[src/rtl/wb_arbiter_if.sv]
// Bus bundle between the requesting masters, the arbiter and the shared slave register block.
// The arbiter connects through the master modport (it masters the slave side and owns every output); the environment uses slave.
interface wb_arbiter_if #(
  parameter int NUM_MASTERS = 4,
  parameter int ADDR_WIDTH  = 16,
  parameter int DATA_WIDTH  = 32,
  parameter int GRANULE     = 8
);
  localparam int SEL_WIDTH = DATA_WIDTH / GRANULE;

  // Handshake: a strobe is accepted in a cycle where stb is high and stall is low; each accepted
  // strobe is later terminated by exactly one ack or err, and a cycle ends when cyc falls.
  logic [NUM_MASTERS-1:0]            m_cyc_i;
  logic [NUM_MASTERS-1:0]            m_stb_i;
  logic [NUM_MASTERS-1:0]            m_we_i;
  logic [NUM_MASTERS*ADDR_WIDTH-1:0] m_adr_i;
  logic [NUM_MASTERS*DATA_WIDTH-1:0] m_dat_i;
  logic [NUM_MASTERS*SEL_WIDTH-1:0]  m_sel_i;
  logic [DATA_WIDTH-1:0]             m_dat_o;
  logic [NUM_MASTERS-1:0]            m_ack_o;
  logic [NUM_MASTERS-1:0]            m_err_o;
  logic [NUM_MASTERS-1:0]            m_stall_o;
  logic                              s_cyc_o;
  logic                              s_stb_o;
  logic                              s_we_o;
  logic [ADDR_WIDTH-1:0]             s_adr_o;
  logic [DATA_WIDTH-1:0]             s_dat_o;
  logic [SEL_WIDTH-1:0]              s_sel_o;
  logic [DATA_WIDTH-1:0]             s_dat_i;
  logic                              s_ack_i;
  logic                              s_err_i;
  logic                              s_stall_i;
  logic [NUM_MASTERS-1:0]            gnt_o;

  modport master (
    input  m_cyc_i, m_stb_i, m_we_i, m_adr_i, m_dat_i, m_sel_i,
    output m_dat_o, m_ack_o, m_err_o, m_stall_o,
    output s_cyc_o, s_stb_o, s_we_o, s_adr_o, s_dat_o, s_sel_o,
    input  s_dat_i, s_ack_i, s_err_i, s_stall_i,
    output gnt_o
  );

  modport slave (
    output m_cyc_i, m_stb_i, m_we_i, m_adr_i, m_dat_i, m_sel_i,
    input  m_dat_o, m_ack_o, m_err_o, m_stall_o,
    input  s_cyc_o, s_stb_o, s_we_o, s_adr_o, s_dat_o, s_sel_o,
    output s_dat_i, s_ack_i, s_err_i, s_stall_i,
    input  gnt_o
  );
endinterface

[src/rtl/wb_arbiter.sv]
// Round-robin pipelined Wishbone arbiter: one owner at a time, capped outstanding strobes,
// and a watchdog that aborts a cycle whose slave has stopped responding.
module wb_arbiter #(
  parameter int NUM_MASTERS     = 4,
  parameter int ADDR_WIDTH      = 16,
  parameter int DATA_WIDTH      = 32,
  parameter int GRANULE         = 8,
  parameter int MAX_OUTSTANDING = 4,
  parameter int TIMEOUT_CYCLES  = 256
) (
  input  logic         clk_i,
  input  logic         rst_i,
  wb_arbiter_if.master bus,
  output logic [1:0]   state_o
);
  localparam int SEL_WIDTH = DATA_WIDTH / GRANULE;
  localparam int IDX_W     = (NUM_MASTERS > 1) ? $clog2(NUM_MASTERS) : 1;

  typedef enum logic [1:0] {
    IDLE  = 2'd0,
    GRANT = 2'd1,
    ABORT = 2'd2
  } state_t;

  state_t                 state_q, state_d;
  logic [IDX_W-1:0]       last_q, last_d;
  logic [IDX_W-1:0]       win, cand;
  logic                   win_found;
  logic [NUM_MASTERS-1:0] gnt_q, gnt_d;
  logic [3:0]             out_q, out_d;
  logic [15:0]            wd_q, wd_d;
  logic                   err_pend_q, err_pend_d;
  logic                   resp, cap, stb_c;

  assign state_o   = state_q;
  assign bus.gnt_o = gnt_q;

  // First requester strictly after the previous owner, wrapping; last_q doubles as the owner index.
  always_comb begin
    win       = last_q;
    win_found = 1'b0;
    cand      = '0;
    for (int i = 1; i <= NUM_MASTERS; i++) begin
      cand = IDX_W'((int'(last_q) + i) % NUM_MASTERS);
      if (!win_found && bus.m_cyc_i[cand]) begin
        win       = cand;
        win_found = 1'b1;
      end
    end
  end

  always_comb begin
    state_d       = state_q;
    last_d        = last_q;
    gnt_d         = gnt_q;
    out_d         = out_q;
    wd_d          = wd_q;
    err_pend_d    = 1'b0;
    resp          = 1'b0;
    cap           = 1'b0;
    stb_c         = 1'b0;
    bus.m_dat_o   = '0;
    bus.m_ack_o   = '0;
    bus.m_err_o   = '0;
    bus.m_stall_o = '1;
    bus.s_cyc_o   = 1'b0;
    bus.s_stb_o   = 1'b0;
    bus.s_we_o    = 1'b0;
    bus.s_adr_o   = '0;
    bus.s_dat_o   = '0;
    bus.s_sel_o   = '0;

    unique case (state_q)
      IDLE: begin
        if (|bus.m_cyc_i) begin
          state_d    = GRANT;
          last_d     = win;
          gnt_d      = '0;
          gnt_d[win] = 1'b1;
        end
      end

      GRANT: begin
        // Responses only count against strobes actually in flight; stray ones are dropped.
        resp  = (out_q != 4'd0) && (bus.s_ack_i || bus.s_err_i);
        cap   = (out_q == 4'(MAX_OUTSTANDING)) && !resp;
        stb_c = bus.m_stb_i[last_q] && !cap;

        bus.s_cyc_o = bus.m_cyc_i[last_q];
        bus.s_stb_o = stb_c;
        bus.s_we_o  = bus.m_we_i[last_q];
        bus.s_adr_o = bus.m_adr_i[last_q*ADDR_WIDTH +: ADDR_WIDTH];
        bus.s_dat_o = bus.m_dat_i[last_q*DATA_WIDTH +: DATA_WIDTH];
        bus.s_sel_o = bus.m_sel_i[last_q*SEL_WIDTH +: SEL_WIDTH];
        bus.m_stall_o[last_q] = bus.s_stall_i || cap;
        if (out_q != 4'd0) begin
          bus.m_ack_o[last_q] = bus.s_ack_i;
          bus.m_err_o[last_q] = bus.s_err_i;
          bus.m_dat_o         = bus.s_dat_i;
        end

        out_d = out_q + {3'd0, stb_c && !bus.s_stall_i} - {3'd0, resp};
        wd_d  = ((out_q != 4'd0) && !resp) ? wd_q + 16'd1 : 16'd0;

        if (!bus.m_cyc_i[last_q]) begin
          state_d = IDLE;
          gnt_d   = '0;
          out_d   = '0;
          wd_d    = '0;
        end else if (wd_d == 16'(TIMEOUT_CYCLES)) begin
          state_d    = ABORT;
          out_d      = '0;
          wd_d       = '0;
          err_pend_d = 1'b1;
        end
      end

      ABORT: begin
        bus.m_err_o[last_q] = err_pend_q;
        out_d = '0;
        wd_d  = '0;
        if (!bus.m_cyc_i[last_q]) begin
          state_d = IDLE;
          gnt_d   = '0;
        end
      end

      default: state_d = IDLE;
    endcase
  end

  always_ff @(posedge clk_i or negedge rst_i) begin
    if (!rst_i) begin
      state_q    <= IDLE;
      last_q     <= IDX_W'(NUM_MASTERS - 1);
      gnt_q      <= '0;
      out_q      <= '0;
      wd_q       <= '0;
      err_pend_q <= 1'b0;
    end else begin
      state_q    <= state_d;
      last_q     <= last_d;
      gnt_q      <= gnt_d;
      out_q      <= out_d;
      wd_q       <= wd_d;
      err_pend_q <= err_pend_d;
    end
  end
endmodule

[src/flat_wrapper.sv]
// flat-port wrapper written by rule: the top's interface ports become plain ports
module wb_arbiter_flat 
#(
  parameter int NUM_MASTERS     = 4,
  parameter int ADDR_WIDTH      = 16,
  parameter int DATA_WIDTH      = 32,
  parameter int GRANULE         = 8,
  parameter int MAX_OUTSTANDING = 4,
  parameter int TIMEOUT_CYCLES  = 256
)
  (clk_i, rst_i, state_o, bus_m_cyc_i, bus_m_stb_i, bus_m_we_i, bus_m_adr_i, bus_m_dat_i, bus_m_sel_i, bus_m_dat_o, bus_m_ack_o, bus_m_err_o, bus_m_stall_o, bus_s_cyc_o, bus_s_stb_o, bus_s_we_o, bus_s_adr_o, bus_s_dat_o, bus_s_sel_o, bus_s_dat_i, bus_s_ack_i, bus_s_err_i, bus_s_stall_i, bus_gnt_o);
  wb_arbiter_if #(.NUM_MASTERS(NUM_MASTERS), .ADDR_WIDTH(ADDR_WIDTH), .DATA_WIDTH(DATA_WIDTH), .GRANULE(GRANULE)) bus_i ();
  input  logic clk_i;
  input  logic rst_i;
  output logic [1:0] state_o;
  input wire logic [$bits(bus_i.m_cyc_i)-1:0] bus_m_cyc_i;
  input wire logic [$bits(bus_i.m_stb_i)-1:0] bus_m_stb_i;
  input wire logic [$bits(bus_i.m_we_i)-1:0] bus_m_we_i;
  input wire logic [$bits(bus_i.m_adr_i)-1:0] bus_m_adr_i;
  input wire logic [$bits(bus_i.m_dat_i)-1:0] bus_m_dat_i;
  input wire logic [$bits(bus_i.m_sel_i)-1:0] bus_m_sel_i;
  output wire logic [$bits(bus_i.m_dat_o)-1:0] bus_m_dat_o;
  output wire logic [$bits(bus_i.m_ack_o)-1:0] bus_m_ack_o;
  output wire logic [$bits(bus_i.m_err_o)-1:0] bus_m_err_o;
  output wire logic [$bits(bus_i.m_stall_o)-1:0] bus_m_stall_o;
  output wire logic [$bits(bus_i.s_cyc_o)-1:0] bus_s_cyc_o;
  output wire logic [$bits(bus_i.s_stb_o)-1:0] bus_s_stb_o;
  output wire logic [$bits(bus_i.s_we_o)-1:0] bus_s_we_o;
  output wire logic [$bits(bus_i.s_adr_o)-1:0] bus_s_adr_o;
  output wire logic [$bits(bus_i.s_dat_o)-1:0] bus_s_dat_o;
  output wire logic [$bits(bus_i.s_sel_o)-1:0] bus_s_sel_o;
  input wire logic [$bits(bus_i.s_dat_i)-1:0] bus_s_dat_i;
  input wire logic [$bits(bus_i.s_ack_i)-1:0] bus_s_ack_i;
  input wire logic [$bits(bus_i.s_err_i)-1:0] bus_s_err_i;
  input wire logic [$bits(bus_i.s_stall_i)-1:0] bus_s_stall_i;
  output wire logic [$bits(bus_i.gnt_o)-1:0] bus_gnt_o;
  assign bus_i.m_cyc_i = bus_m_cyc_i;
  assign bus_i.m_stb_i = bus_m_stb_i;
  assign bus_i.m_we_i = bus_m_we_i;
  assign bus_i.m_adr_i = bus_m_adr_i;
  assign bus_i.m_dat_i = bus_m_dat_i;
  assign bus_i.m_sel_i = bus_m_sel_i;
  assign bus_m_dat_o = bus_i.m_dat_o;
  assign bus_m_ack_o = bus_i.m_ack_o;
  assign bus_m_err_o = bus_i.m_err_o;
  assign bus_m_stall_o = bus_i.m_stall_o;
  assign bus_s_cyc_o = bus_i.s_cyc_o;
  assign bus_s_stb_o = bus_i.s_stb_o;
  assign bus_s_we_o = bus_i.s_we_o;
  assign bus_s_adr_o = bus_i.s_adr_o;
  assign bus_s_dat_o = bus_i.s_dat_o;
  assign bus_s_sel_o = bus_i.s_sel_o;
  assign bus_i.s_dat_i = bus_s_dat_i;
  assign bus_i.s_ack_i = bus_s_ack_i;
  assign bus_i.s_err_i = bus_s_err_i;
  assign bus_i.s_stall_i = bus_s_stall_i;
  assign bus_gnt_o = bus_i.gnt_o;
  wb_arbiter #(.NUM_MASTERS(NUM_MASTERS), .ADDR_WIDTH(ADDR_WIDTH), .DATA_WIDTH(DATA_WIDTH), .GRANULE(GRANULE), .MAX_OUTSTANDING(MAX_OUTSTANDING), .TIMEOUT_CYCLES(TIMEOUT_CYCLES)) u_core (.clk_i(clk_i), .rst_i(rst_i), .bus(bus_i), .state_o(state_o));
endmodule
[config.mk]
export PLATFORM = sky130hd
export DESIGN_NAME = wb_arbiter_flat
export DESIGN_NICKNAME = d
export VERILOG_FILES = /design/src/rtl/wb_arbiter_if.sv /design/src/rtl/wb_arbiter.sv /design/src/flat_wrapper.sv
export SDC_FILE = /design/constraint.sdc
export NUM_CORES = 1
export LEC_CHECK = 0
export BUFFER_PORTS_ARGS = -buffer_cell sky130_fd_sc_hd__buf_2
export CORE_AREA = 10 10 133 135
export DETAILED_ROUTE_END_ITERATION = 10
export DIE_AREA = 0 0 143 145
export GPL_ROUTABILITY_DRIVEN = 0
export SETUP_SLACK_MARGIN = 0.02
export SLEW_MARGIN = 20
export SYNTH_ARGS = -nofsm -noshare
export SYNTH_HDL_FRONTEND = slang
export SYNTH_SLANG_ARGS = --single-unit
[constraint.sdc]
create_clock -name clk_i -period 4.4 [get_ports clk_i]
set_clock_uncertainty 0.2 [all_clocks]
set_input_delay 0 -clock clk_i [delete_from_list [all_inputs] [get_ports clk_i]]
set_output_delay 0 -clock clk_i [all_outputs]
set_load 0.03 [all_outputs]
==> key figures <==
Worst hold path
  – Hold crit path type: primary input to register
  – HP Start: bus_s_err_i

Global routing
  – Largest net degree at the start of global routing: 48
  – Initial antenna violation count: 19
  – Gr usage total: 0.216
  – Total grt overflow: 0
  – Vias in the first global route: 5229
  – First-pass GRT wire length: 34.2 mm

Pwr
  – Power per cell area: 642 nW/um2
  – VDD IR max: 443 uV
  – P_leak: 0.00327 uW

Detailed routing
  – Iter 0 DRT Violations: 427
  – Vias: 5091
  – Drt pass-1 iters: 5
  – Total Routed Length: 24.1 mm
  – Via density: 5.29
  – Routed Antenna Nets: 0
  – Drc violations: 0
  – Avg WL per Cell: 25.0 um

Placement
  – Port Buf Inserts: 361
  – Post-DP HPWL: 20.8 mm
  – Placement Setup Slack: 1480 ps

Die
  – Core ar.: 15000 um2
  – Die footprint: 20700 um2
  – Die height: 145 um
  – Initial Utilization: 0.278
  – Number of I/O pins: 362
  – Die width: 143 um
  – FP Rows: 45

Clocking
  – CTS Sinks: 29
  – PostCTS Resize Cnt: 0
  – Clock Tree Buf Depth: 2
  – Worst-path clk slew: 60 ps
  – # H-tree levels: 2
  – Clock Root Buffer: clkbuf_16
  – Clk Latency, worst-skew pair: 270 ps
  – CTS Buf Count: 5
  – Setup Fix Bufs, Post-CTS: 0
  – TritonCTS clock tree: built

Yosys
  – Largest area contributor in the netlist: mux4_2
  – Most used flip-flop cell after synthesis: dfrtp_1
  – Mean Syn Cell Area: 9.85 um2
  – Top-area cell type share of the netlist area: 0.297
  – Register area share after synthesis: 0.174
  – Most frequent cells after synthesis: 59 x and2_1, 55 x mux4_2, 39 x and3_1, 36 x nand2_1, 27 x dfrtp_1
  – Asr flop ratio synth: 1.00
  – Syn_nets: 697
  – Cell Area, Synth: 4180 um2
  – Mapped Cells: 424
  – Post-synth EDFFs: 0
  – Yosys warnings: 0
  – Most common cell in the netlist: and2_1
  – Post-synth cell types: 71
  – Dominant cells by area after synthesis: mux4_2 30%, dfrtp_1 16%, and2_1 8.8%
  – FF+latch count, synth: 29

STA
  – RSZ-0062 raised after global routing: false
  – Rel. slew slack: 0.414
  – F_max: 328 MHz
  – Hold Fails Final Rpt: 0
  – Worst-margin pin slew: 879 ps
  – Minimum clock period: 3050 ps
  – Tightest hold margin: 19.1 ps
  – Final period utilization: 0.693
  – Setup violations, final: 0
  – Post-route setup TNS: 0 ps
  – Max-slew violation count: 0
  – Setup ws final: 1350 ps

Critical path
  – CP arrival: 2850 ps
  – CP Max Fanout: 44
  – Setup crit start kind: register
  – Worst Setup SP: u_core.last_q[0]
  – CP Class: register to output port
  – CP Data Required Time: 4200 ps
  – Critical R2R Launch: u_core.last_q[1]
  – CP Capture Type: output port

Cells and area
  – Synthesis-to-finish area growth: 51.2%
  – Multi-input logic area: 3240 um2
  – Final core occ: 0.420
  – # nets final: 1036
  – Register Area: 732 um2
  – Share of post-route cells with drive strength above 1: 0.593
  – Fillers: 1510

Job
  – Max-cap viol count: 0

Run status
  – Status: finished clean
## per-layer routing
layer / routed length (um) / track usage / part of all wire
met5: 63 / 0 / 0.0026
met3: 2880 / 0.101 / 0.12
met4: 597 / 0.0712 / 0.025
met1: 8870 / 0.233 / 0.37
met2: 11600 / 0.364 / 0.48
## where the power goes
| group | internal [uW] | leakage [uW] | switching [uW] | total (uW) |
|---|---|---|---|---|
| clock network | 282 | 0.0000831 | 127 | 409 |
| registers | 326 | 0.000390 | 129 | 455 |
| logic | 1230 | 0.00280 | 1960 | 3190 |
| total | 1840 | 0.00327 | 2220 | 4060 |
## path summary, 6_finish.rpt
kind | endpoint | slack, ps | depth (start not counted)
worst max-delay path | bus_s_dat_o[22] | 1350 | 4
worst min-delay path | u_core.wd_q[14] | 20 | 3
worst max register to register | u_core.wd_q[4] | 1480 | 6
worst min register to register | u_core.bus.gnt_o[3] | 300 | 2
max in group asynchronous | u_core.wd_q[15] | 3440 | 2
min in group asynchronous | u_core.wd_q[10] | 100 | 2
## cell usage in the layout (no fill, tap or decap), types with 3 or more instances in the layout
master,instances
o22ai_1,5
clkbuf_16,5
xnor2_1,4
buf_4,5
o41ai_1,3
buf_2,361
o32ai_2,3
ha_1,14
and2_1,59
nor4_1,4
mux4_2,55
dfrtp_1,27
and3_1,39
nand2_1,36
diode_2,10
o211ai_1,3
inv_1,14
nor2_1,20
a21oi_1,5
nand3_1,8
o21ai_0,23
## critical path, stage by stage (launching register included)
cell and delay (ps):
dfstp_4 820, buf_4 710, mux4_2 590, and2_1 220, buf_2 200
## registers in the layout, summed over array words and instances, names as in the netlist
| name | cells |
|---|---|
| u_core.last_q | 2 |
| u_core.bus.gnt_o | 4 |
| u_core.out_q | 4 |
| u_core.state_o | 2 |
| u_core.err_pend_q | 1 |
| u_core.wd_q | 16 |
## final cells by class
type                    instances  area share
diodes                         10     0.00396
clock buffers                   6      0.0220
flip-flops and latches         29       0.116
repair buffers                367       0.294
well taps                     188      0.0372
multi-input cells             345       0.512
clock inverters                 2     0.00594
inverters                      15     0.00892
## stage by stage
step	total power, uW	area (um2)	std cells
6_report	4060	6310	962
5_1_grt	4340	6310	959
4_1_cts	4090	6290	952
3_5_place_dp	3670	6100	943
3_3_place_gp	3650	6100	943
2_1_floorplan	2710	4180	424
## timing repair
item,in CTS,in global routing
setup endpoints to repair,0,0
hold buffers,1,0
endpoints found under the hold margin,29,0
## kinds of logic after synthesis
logic type	count (synthesis)	synth area share
AO/OA/AOI/OAI	71	0.128
XOR/XNOR	6	0.0144
adder cells (fa/ha/maj)	16	0.0497
buffers and inverters	50	0.0515
flip-flops	29	0.174
multiplexers	58	0.304
AND/OR/NAND/NOR	194	0.278
Power figures use the tool's default switching activity.
